--- config.mk ---
export PLATFORM = sky130hd
export DESIGN_NAME = timer_seq
export DESIGN_NICKNAME = d
export VERILOG_FILES = /design/src/rtl/timer_seq.sv
export SDC_FILE = /design/constraint.sdc
export NUM_CORES = 1
export LEC_CHECK = 0
export ABC_AREA = 1
export BUFFER_PORTS_ARGS = -buffer_cell sky130_fd_sc_hd__buf_2
export CORE_UTILIZATION = 35
export DETAILED_ROUTE_END_ITERATION = 7
export GPL_ROUTABILITY_DRIVEN = 0
export PLACE_DENSITY = 0.63
export SLEW_MARGIN = 10
export SYNTH_ARGS = -nofsm -noshare
export SYNTH_HDL_FRONTEND = slang
export SYNTH_SLANG_ARGS = --single-unit
--- constraint.sdc ---
create_clock -name clk -period 2.5 [get_ports clk]
set_input_delay 0.25 -clock clk [delete_from_list [all_inputs] [get_ports clk]]
set_output_delay 0.25 -clock clk [all_outputs]
set_load 0.01 [all_outputs]
--- src/rtl/timer_seq.sv ---
// timer_seq: programs a bus-attached timer (EXPR, COUNTER, CTRL), services expiry
// interrupts and counts them. Define TIMER_SEQ_TIMEOUT_EN to add a bus-transfer timeout.
module timer_seq #(
    parameter int TO_CYCLES = 16,
    parameter int TICK_W    = 16
) (
    input  logic              clk,
    input  logic              reset,
    input  logic              start,
    input  logic              stop,
    input  logic [31:0]       period,
    input  logic              periodic,
    output logic              cs_,
    output logic              as_,
    output logic              rw,
    output logic [1:0]        addr,
    output logic [31:0]       wr_data,
    input  logic              rdy_,
    input  logic              irq,
    output logic              busy,
    output logic              tick,
    output logic [TICK_W-1:0] tick_cnt,
    output logic              err
);

    typedef enum logic [2:0] {
        IDLE,
        WR_EXPR,
        WR_CNT,
        WR_CTRL,
        RUN,
        CLR_IRQ,
        STOP
    } state_t;

    localparam logic [1:0] ADDR_CTRL    = 2'd0;
    localparam logic [1:0] ADDR_INTR    = 2'd1;
    localparam logic [1:0] ADDR_EXPR    = 2'd2;
    localparam logic [1:0] ADDR_COUNTER = 2'd3;

    if (TO_CYCLES < 1) begin : g_bad_to_cycles
        $error("timer_seq: TO_CYCLES must be at least 1");
    end
    if (TICK_W < 1) begin : g_bad_tick_w
        $error("timer_seq: TICK_W must be at least 1");
    end

    state_t      state;
    state_t      state_next;
    logic        xfer_done;
    logic        xfer_done_next;
    logic        stop_pend;
    logic        stop_pend_next;
    logic        stop_req;
    logic        tick_next;
    logic [31:0] period_q;
    logic        periodic_q;
    logic        is_write;
    logic        strobe;
    logic        accept;
    logic        timeout;

    // States in which a stop has to wait for the current transfer to finish.
    function automatic logic defers_stop(input state_t s);
        return (s == WR_EXPR) || (s == WR_CNT) || (s == WR_CTRL) || (s == CLR_IRQ);
    endfunction

    // Each write state has a strobe phase and, once rdy_ is seen, one idle completion cycle.
    assign is_write = defers_stop(state) || (state == STOP);
    assign strobe   = is_write && !xfer_done;
    assign accept   = strobe && !rdy_;
    assign stop_req = stop_pend || stop;

    assign cs_  = !strobe;
    assign as_  = !strobe;
    assign rw   = 1'b0;
    assign busy = (state != IDLE);

`ifdef TIMER_SEQ_TIMEOUT_EN
    localparam int TO_W = $clog2(TO_CYCLES + 1);

    logic [TO_W-1:0] to_cnt;

    // Counts strobe cycles without rdy_; a transfer that hits the limit is abandoned.
    assign timeout = strobe && rdy_ && (to_cnt == TO_W'(TO_CYCLES - 1));

    always_ff @(posedge clk) begin
        if (reset) begin
            to_cnt <= '0;
            err    <= 1'b0;
        end else begin
            if (strobe && rdy_ && !timeout) begin
                to_cnt <= to_cnt + TO_W'(1);
            end else begin
                to_cnt <= '0;
            end
            if (timeout) begin
                err <= 1'b1;
            end
        end
    end
`else
    assign timeout = 1'b0;
    assign err     = 1'b0;
`endif

    always_comb begin
        state_next     = state;
        xfer_done_next = 1'b0;
        tick_next      = 1'b0;
        case (state)
            IDLE: begin
                if (start) begin
                    state_next = WR_EXPR;
                end
            end
            RUN: begin
                if (stop) begin
                    state_next = STOP;
                end else if (irq) begin
                    state_next = CLR_IRQ;
                end
            end
            default: begin
                if (timeout) begin
                    state_next = IDLE;
                end else if (!xfer_done) begin
                    xfer_done_next = accept;
                end else begin
                    case (state)
                        WR_EXPR: state_next = stop_req ? STOP : WR_CNT;
                        WR_CNT:  state_next = stop_req ? STOP : WR_CTRL;
                        WR_CTRL: state_next = stop_req ? STOP : RUN;
                        CLR_IRQ: begin
                            tick_next = 1'b1;
                            if (stop_req) begin
                                state_next = STOP;
                            end else begin
                                state_next = periodic_q ? RUN : IDLE;
                            end
                        end
                        default: state_next = IDLE;
                    endcase
                end
            end
        endcase

        stop_pend_next = 1'b0;
        if (defers_stop(state) && defers_stop(state_next)) begin
            stop_pend_next = stop_pend || stop;
        end
    end

    always_comb begin
        addr    = ADDR_CTRL;
        wr_data = '0;
        case (state)
            WR_EXPR: begin
                addr    = ADDR_EXPR;
                wr_data = period_q;
            end
            WR_CNT:  addr = ADDR_COUNTER;
            WR_CTRL: wr_data = {30'b0, periodic_q, 1'b1};
            CLR_IRQ: addr = ADDR_INTR;
            default: ;
        endcase
    end

    // tick is registered so it coincides with the updated tick_cnt.
    always_ff @(posedge clk) begin
        if (reset) begin
            state      <= IDLE;
            xfer_done  <= 1'b0;
            stop_pend  <= 1'b0;
            period_q   <= '0;
            periodic_q <= 1'b0;
            tick       <= 1'b0;
            tick_cnt   <= '0;
        end else begin
            state     <= state_next;
            xfer_done <= xfer_done_next;
            stop_pend <= stop_pend_next;
            tick      <= tick_next;
            if (tick_next) begin
                tick_cnt <= tick_cnt + TICK_W'(1);
            end
            if ((state == IDLE) && start) begin
                period_q   <= period;
                periodic_q <= periodic;
            end
        end
    end

endmodule

# Word level (Yosys, flattened, before mapping)
# Index checks and enable logic that the tools add are counted.
[classes] n_addsub=1 eq_ne=10 n_mux=16 bitwise=1 n_reduce_logical=20
[ops] operator="32-bit case mux with 2 select lines" n=1
[ops] operator="3-bit two-way mux" n=8
[ops] operator="16-bit by 1-bit adder with 16-bit output (second input constant)" n=1
[ops] operator="3-bit by 2-bit == test with 1-bit output (second input constant)" n=4
[ops] operator="3-bit == test (second input constant)" n=4
[ops] operator="3-bit case mux with 4 select lines" n=1
[ops] operator="1-bit logical OR" n=8
[ops] operator="3-bit by 1-bit == test with 1-bit output (second input constant)" n=2
[ops] operator="2-bit case mux with 3 select lines" n=1
[ops] operator="3-bit case mux with 2 select lines" n=1
[ops] operator="1-bit logical AND" n=4
[ops] operator="2-bit OR reduction" n=2
[ops] operator="4-bit OR reduction" n=1
[ops] operator="1-bit zero test" n=3
[ops] operator="3-bit zero test" n=1
[ops] operator="1-bit two-way mux" n=3
[ops] operator="3-bit nonzero test" n=1
[ops] operator="2-bit two-way mux" n=1
[ops] operator="1-bit NOT" n=1
[totals] regBits=55 in_bits=39 out_inout_bits=56 elab_cells=55

# Logic depth before layout (Yosys ltp)
# Gate-level depths: netlist of run 1.
[logic_depth] depth_word=12 mapped_depth=9 mapped_depth_nobuf=9

# Worst setup path before layout of run 1
# Ideal clock, no wire load.
[synth_timing] path_type="reg2out" startpoint="reg state[0]" endpoint="out cs_" arrival_time_ns=1.283 required_ns=2.250 slack_ns=0.967 stages_incl_launch_ff=6 path_buffers=2 cell_sequence="dfxtp_1 buf_4 nor2_4 a21oi_1 o21ai_0 buf_4"
[synth_via] elab_chain_len=7 elab_cells_between_ends=11 cone_classes="eq/ne (5); reduce/logical (6)"
[synth_lines] element="start: declaration" line_no="48" text="state_t state;"
[synth_lines] element="start signal: assignment" line_no="180" text="state <= state_next;"
[synth_lines] element="3-bit by 1-bit == test with 1-bit output or 3-bit by 2-bit == test with 1-bit output (tied branches)" line_no="65" text="return (s == WR_EXPR) || (s == WR_CNT) || (s == WR_CTRL) || (s == CLR_IRQ);"
[synth_lines] element="1-bit logical OR (3 in series)" line_no="65"
[synth_lines] element="1-bit logical OR *" line_no="69" text="assign is_write = defers_stop(state) || (state == STOP);"
[synth_lines] element="1-bit logical AND *" line_no="70" text="assign strobe = is_write && !xfer_done;"
[synth_lines] element="1-bit zero test *"
[synth_lines] element="end: declaration" line_no="13" text="output logic cs_,"
# Every way passes the cells marked *; elsewhere a longest branch is shown, timed or not.

# Worst setup path in the final report of run 1
[layout_timing] startpoint="reg state[2]" endpoint="out wr_data[15]"
[layout_via] elab_chain_len=2 elab_cells_between_ends=3 cone_classes="eq/ne (2); mux (1)"
[layout_lines] element="3-bit by 2-bit == test with 1-bit output or 3-bit by 1-bit == test with 1-bit output (tied branches)" line_no="157" text="case (state)"
[layout_lines] element="32-bit case mux with 2 select lines *" line_no="157"
[layout_lines] element="end: declaration" line_no="17" text="output logic [31:0] wr_data,"
# Marked as above.

==> flow_summary.yaml, run 1 <==
status:
  status: "completed"
sta:
  fin_skew_ps: 7.08
  setup_viol: 0
  finalMaxSlewViolations: 0
  tightest_slew_ps: 538
  slew_headroom_pct: 64.1
  hold_viol: 0
  max_clock_freq_ghz: 0.486
  fin_ws_ps: 442
  finalCritPeriodShare_pct: 82.3
  min_period_ps: 2060
  tns_ps: 0
  rsz0062_at_grt: "no"
final_layout:
  nFillCells: 737
  drive_gt1_share_pct: 27.5
  fin_nets: 471
  syn_to_final_growth_pct: 22.9
  antenna_cells: 0
power_and_ir_drop:
  p_total_mw: 1.81
  p_per_area_nw_per_um2: 578
  irDropWorstVdd_mv: 0.266
  power.static_leakage_nw: 1.43
die:
  core_area_sq_um: 6910
  ios: 95
  initial_core_util_pct: 36.8
  die_w_um: 87.3
  rows: 30
  die_area_sq_um: 7610
  die_y_um: 87.3
hold_path:
  hold_path.class: "in -> reg"
synthesis:
  yosysSeqAreaShare_pct: 43.3
  synthTopCellsByCount: "nor2_1 (57), dfxtp_1 (55), inv_1 (50)"
  async_flop_share_pct: 0
  ys.flop_type: "dfxtp_1"
  syn_area_sq_um: 2540
  syn_inst: 348
  syn_area_per_cell_sq_um: 7.31
  synth_top_area_cell: "dfxtp_1"
  synth_top_cell_area_share_pct: 43.3
  synth_cell_types: 33
  synth_edf_count: 0
  synthTopCellsByArea: "dfxtp_1 (43%), a21oi_1 (8.7%), nor2_1 (8.4%), o21ai_0 (7.7%), inv_1 (7.4%)"
  synth-seq-cells: 55
  yosysMostFrequentCell: "nor2_1"
  yosysWarnings: 0
detailed_routing:
  vias: 2400
  drt_iter0_drc: 73
  drtAntennaViolNets: 0
  avgRoutedWirePerCell_um: 10.8
  viasPerCell: 4.55
  first_pass_iters: 4
  totalWireLength_um: 5710
  drcViolationCount: 0
critical_path:
  critPathLaunchType: "register"
  slowest_delay_ps: 540
  cp_slowest_cell: "dfxtp_1"
  cp.required_ps: 2250
  cp.arrival_ps: 1810
  path_max_fanout: 25
  end_kind: "output pin"
  path_class: "reg -> out"
  crit_chain: "inv_1 -> nand3_2 -> buf_4 -> nor2_1 -> buf_2"
cts:
  ctsHoldBuffers: 0
  tritoncts: "done"
  clk_pin_slew_ps: 90
  root_buffer: "clkbuf_8"
  htreeDepth: 2
  clock_latency_ps: 310
  cts_resized: 0
  cts.sinks: 55
  cts_buffer_depth: 2
  cts_buffers: 5
  cts_setup_buffers: 0
grt:
  grt_use_met2_pct: 25.6
  grt_start_max_net_pins: 67
  antenna_found_initial: 0
  grt_pass1_vias: 2124
  use_met1_pct: 21.2
  grt-ovfl-total: 0
  grt_pass1_wl_um: 9540
  use_met3_pct: 3.32
  grt_usage_pct: 15.8
  top_usage_layer: "met2"
placed_design:
  dp_hpwl_um: 4130
  dp_slack_ps: 773
  port_buffers: 92
flow_run:
  maxCapViolations: 0
cells in the final DEF, fill, tap and decap left out, types with 2 or more instances in the layout:
cell type,count
dfxtp_1,55
a21oi_1,44
clkbuf_8,5
buf_4,2
nand4_1,4
nor2_1,57
nor2_4,5
o21ai_0,39
xor2_1,2
conb_1,2
nand3_1,10
inv_1,50
buf_2,92
nand3_2,4
nor2_2,2
nand2_1,37
nor3_1,3
layer usage:
metal  wire length [um]  part of all wire [%]
met1               2880                    50
met4                 69                   1.2
met2               2390                    42
met3                372                   6.5
met5                  0                     0
cell families after synthesis:
group / share of synthesized area (%)
buf+inv: 12.5
fa+ha+maj: 0.492
compound gates: 18.3
other cells: 0.147
xor+xnor: 1.03
flops: 43.3
simple gates: 24.2
through the flow:
stage,utilization (%),std cells,hold slack (ps),area (sq um)
global route,45.3,528,106,3130
finish,45.3,528,107,3130
CTS,45.3,528,97.4,3130
global placement,44.0,520,425,3040
floorplan,-,349,320,2550
detailed placement,44.0,520,430,3040
report_power, final:
group / internal [mW] / switching [mW] / leakage [nW]
logic: 0.122 / 0.215 / 0.938
clock network: 0.202 / 0.293 / 0.0418
registers: 0.946 / 0.0292 / 0.451
critical path, delay by kind of cell, from the launching register on:
kind / cells / cell delay [ps]
buffers and inverters: 3 / 640
flip-flops: 1 / 540
AND/OR/NAND/NOR: 2 / 310
path summary, 6_finish.rpt:
check | cells after the start | from | to | slack (ps)
setup reg to reg | 5 | state[2]$_SDFF_PP0_ | period_q[25]$_SDFFE_PP0P_ | 810
setup / recovery | 5 | state[2]$_SDFF_PP0_ | wr_data[15] | 440
hold / removal | 2 | rdy_ | xfer_done$_SDFF_PP0_ | 110
hold reg to reg | 2 | period_q[3]$_SDFFE_PP0P_ | period_q[3]$_SDFFE_PP0P_ | 460
sequential cells by signal, summed over array words and instances, names as in the netlist:
name and flops:
period_q 32, tick_cnt 16, state 3, periodic_q 1, stop_pend 1, tick 1
xfer_done 1
layout make-up:
type                       count  area (sq um)  share of cell area (%)
multi-input combinational    223          1130                    36.1
clock inverter                 2          16.3                   0.520
tap                           96           120                    3.84
timing repair buffer          95           495                    15.8
inverter                      51           194                    6.20
clock buffer                   6          72.6                    2.32
sequential                    55          1100                    35.2
(Power assumes the default switching activity.)
==> run 2: changes to the inputs <==
- ABC_AREA: 1 -> 0
- PLACE_DENSITY: 0.63 -> 0.66
- clock period: 2.5 -> 1.65 ns (I/O delays scaled with it)
==> run 2 against run 1 <==
Against the previous run: sequential power is 51% higher; via count hardly changed; largest cell class unchanged; clock power up 61%; largest power group unchanged; design area grew 9.2%; register-to-register slack got worse by 730 ps; critical endpoint is now wr_data[22]; hold slack worse by 93 ps; sequential cell count did not move; setup slack got worse by 400 ps; non-clock buffer count is 21 higher; first-iteration DRC count grew 38%; highest routed layer unchanged; cell count shrank 2.8%.
==> flow_summary.yaml, run 2 <==
status:
  status: "completed"
grt:
  grt_pass1_wl_um: 10100
  grt-ovfl-total: 0
  grt_usage_pct: 16.9
  antenna_found_initial: 0
  grt_start_max_net_pins: 34
  grt_pass1_vias: 2240
synthesis:
  synth_cell_types: 39
  ys.flop_type: "dfxtp_1"
  synth_top_area_cell: "dfxtp_1"
  yosysMostFrequentCell: "nand2_1"
  async_flop_share_pct: 0
  synth_top_cell_area_share_pct: 44.5
  syn_inst: 318
  synth-seq-cells: 55
  yosysWarnings: 0
  yosysSeqAreaShare_pct: 44.5
  synth_edf_count: 0
  syn_area_per_cell_sq_um: 7.79
  synthTopCellsByCount: "nand2_1 (77), dfxtp_1 (55), a21oi_1 (40)"
  syn_area_sq_um: 2480
  synthTopCellsByArea: "dfxtp_1 (44%), nand2_1 (12%), a21oi_1 (8.1%), and2_1 (7.8%), nor2_1 (3.5%)"
critical_path:
  ff2ff_setup_slack_ps: 80
  cp.required_ps: 1480
  critPathLaunchType: "register"
  r2r_start: "tick_cnt[6]$_SDFFE_PP0P_"
  end_kind: "output pin"
  path_class: "reg -> out"
  cp.arrival_ps: 1440
  path_max_fanout: 9
  crit_start: "state[2]$_SDFF_PP0_"
power_and_ir_drop:
  p_total_mw: 3.03
  p_per_area_nw_per_um2: 886
  power.static_leakage_nw: 1.53
  irDropWorstVdd_mv: 0.356
final_layout:
  layout.cells.non_filler: 513
  drive_gt1_share_pct: 36.0
  syn_to_final_growth_pct: 37.9
  nFillCells: 713
  regMostFlops: "period_q"
  fin_area_sq_um: 3420
  largest_reg_flops: 32
  mostFrequentLayoutCells: "nand2_1 (77), buf_2 (77), dfxtp_1 (51), a21oi_1 (39), nor2_1 (22)"
  top_regs: "period_q: 32 flops, tick_cnt: 16 flops, state: 3 flops"
  antenna_cells: 0
  fin_nets: 456
  fin_util_pct: 50.0
sta:
  setup_viol: 0
  finalCritPeriodShare_pct: 97.4
  fin_skew_ps: 8.53
  holdWs_ps: 13.8
  min_period_ps: 1610
  max_clock_freq_ghz: 0.623
  rsz0062_at_grt: "yes"
  finalMaxSlewViolations: 0
  hold_viol: 0
hold_path:
  hold_path.class: "in -> reg"
  min_from: "rdy_"
cts:
  htreeDepth: 2
  cts.sinks: 55
  ctsHoldBuffers: 0
  tritoncts: "done"
  cts_buffer_depth: 2
  cts_buffers: 5
  root_buffer: "clkbuf_8"
  clk_pin_slew_ps: 100
  clock_latency_ps: 310
flow_run:
  maxCapViolations: 0
die:
  die_y_um: 86.1
  core_area_sq_um: 6830
  initial_core_util_pct: 36.2
  die_w_um: 86.1
  die_area_sq_um: 7410
  ios: 95
  rows: 30
placed_design:
  placed_cells: 500
  dpl_cell_area_sq_um: 3090
  dp_hpwl_um: 4330
  port_buffers: 92
detailed_routing:
  drt_iter0_drc: 101
  drcViolationCount: 0
  vias: 2401
  viasPerCell: 4.68
  drtAntennaViolNets: 0
  first_pass_iters: 4
  totalWireLength_um: 6370
  avgRoutedWirePerCell_um: 12.4
[run 2: cell count changes in the layout (fill, tap and decap cells not counted), moves of 5 or more]
cell / previous run / this run
o21ai_0: 39 / 5
buf_4: 2 / 18
buf_6: 0 / 19
inv_1: 50 / 3
and2_1: 0 / 16
and2_4: 0 / 15
nand3_1: 10 / 5
buf_2: 92 / 77
a21oi_1: 44 / 39
nor2_1: 57 / 22
xor2_1: 2 / 8
nand2_1: 37 / 77
[run 2: cells by family after synthesis]
logic type / Yosys count / synth area share, %
xor gates and xnor gates: 12 / 4.24
other: 1 / 0.151
muxes: 2 / 0.809
buffers and inverters: 29 / 5.86
and+or+nand+nor: 165 / 32.3
AOI/OAI and AO/OA: 53 / 11.7
adders and majority gates: 1 / 0.505
DFF: 55 / 44.5
[run 2: final timing paths]
| kind | to | depth (start not counted) |
|---|---|---|
| max reg2reg | tick_cnt[15]$_SDFFE_PP0P_ | 5 |
| min reg2reg | period_q[15]$_SDFFE_PP0P_ | 2 |
| min | xfer_done$_SDFF_PP0_ | 2 |
| max | wr_data[22] | 5 |
[run 2: timing repair]
action / 4_1_cts / 5_1_grt
cloned: 2 / 0
buffers inserted: 2 / 1
setup endpoints to repair: 30 / 76
resized for setup: 11 / 38
pin swaps: 1 / 16
[run 2: critical path, stage by stage, from the launching register on]
cell	delay [ps]
dfxtp_2	370
nand2b_4	170
nor2_4	170
buf_4	170
and2_1	130
buf_2	130
[run 2: routing by layer]
metal / share of wire (%) / wire length, um / GRT usage (%)
met5: 0 / 0 / 0
met4: 0.72 / 46 / 4.55
met3: 3.2 / 204 / 3.37
met2: 51 / 3240 / 30.8
met1: 45 / 2880 / 20.1
[run 2: metrics by stage]
step | setup WS [ps] | TNS [ps]
5_1_grt | -63.9 | -1740
6_report | 43.7 | 0
3_3_place_gp | 84.8 | 0
3_5_place_dp | 51.9 | 0
2_1_floorplan | 50.9 | 0
4_1_cts | 9.26 | 0
[run 2: where the power goes]
group	switching [mW]	total [mW]	internal [mW]
clock network	0.451	0.795	0.344
registers	0.0534	1.47	1.42
logic	0.409	0.757	0.348
[run 2: area by class of cell]
cell class / count / area [sq um] / share of cell area (%)
inverter: 3 / 11.3 / 0.330
sequential: 55 / 1110 / 32.5
clock buffer: 6 / 82.6 / 2.42
clock inverter: 2 / 16.3 / 0.476
timing repair buffer: 116 / 774 / 22.7
tap: 96 / 120 / 3.52
multi-input combinational: 235 / 1300 / 38.1
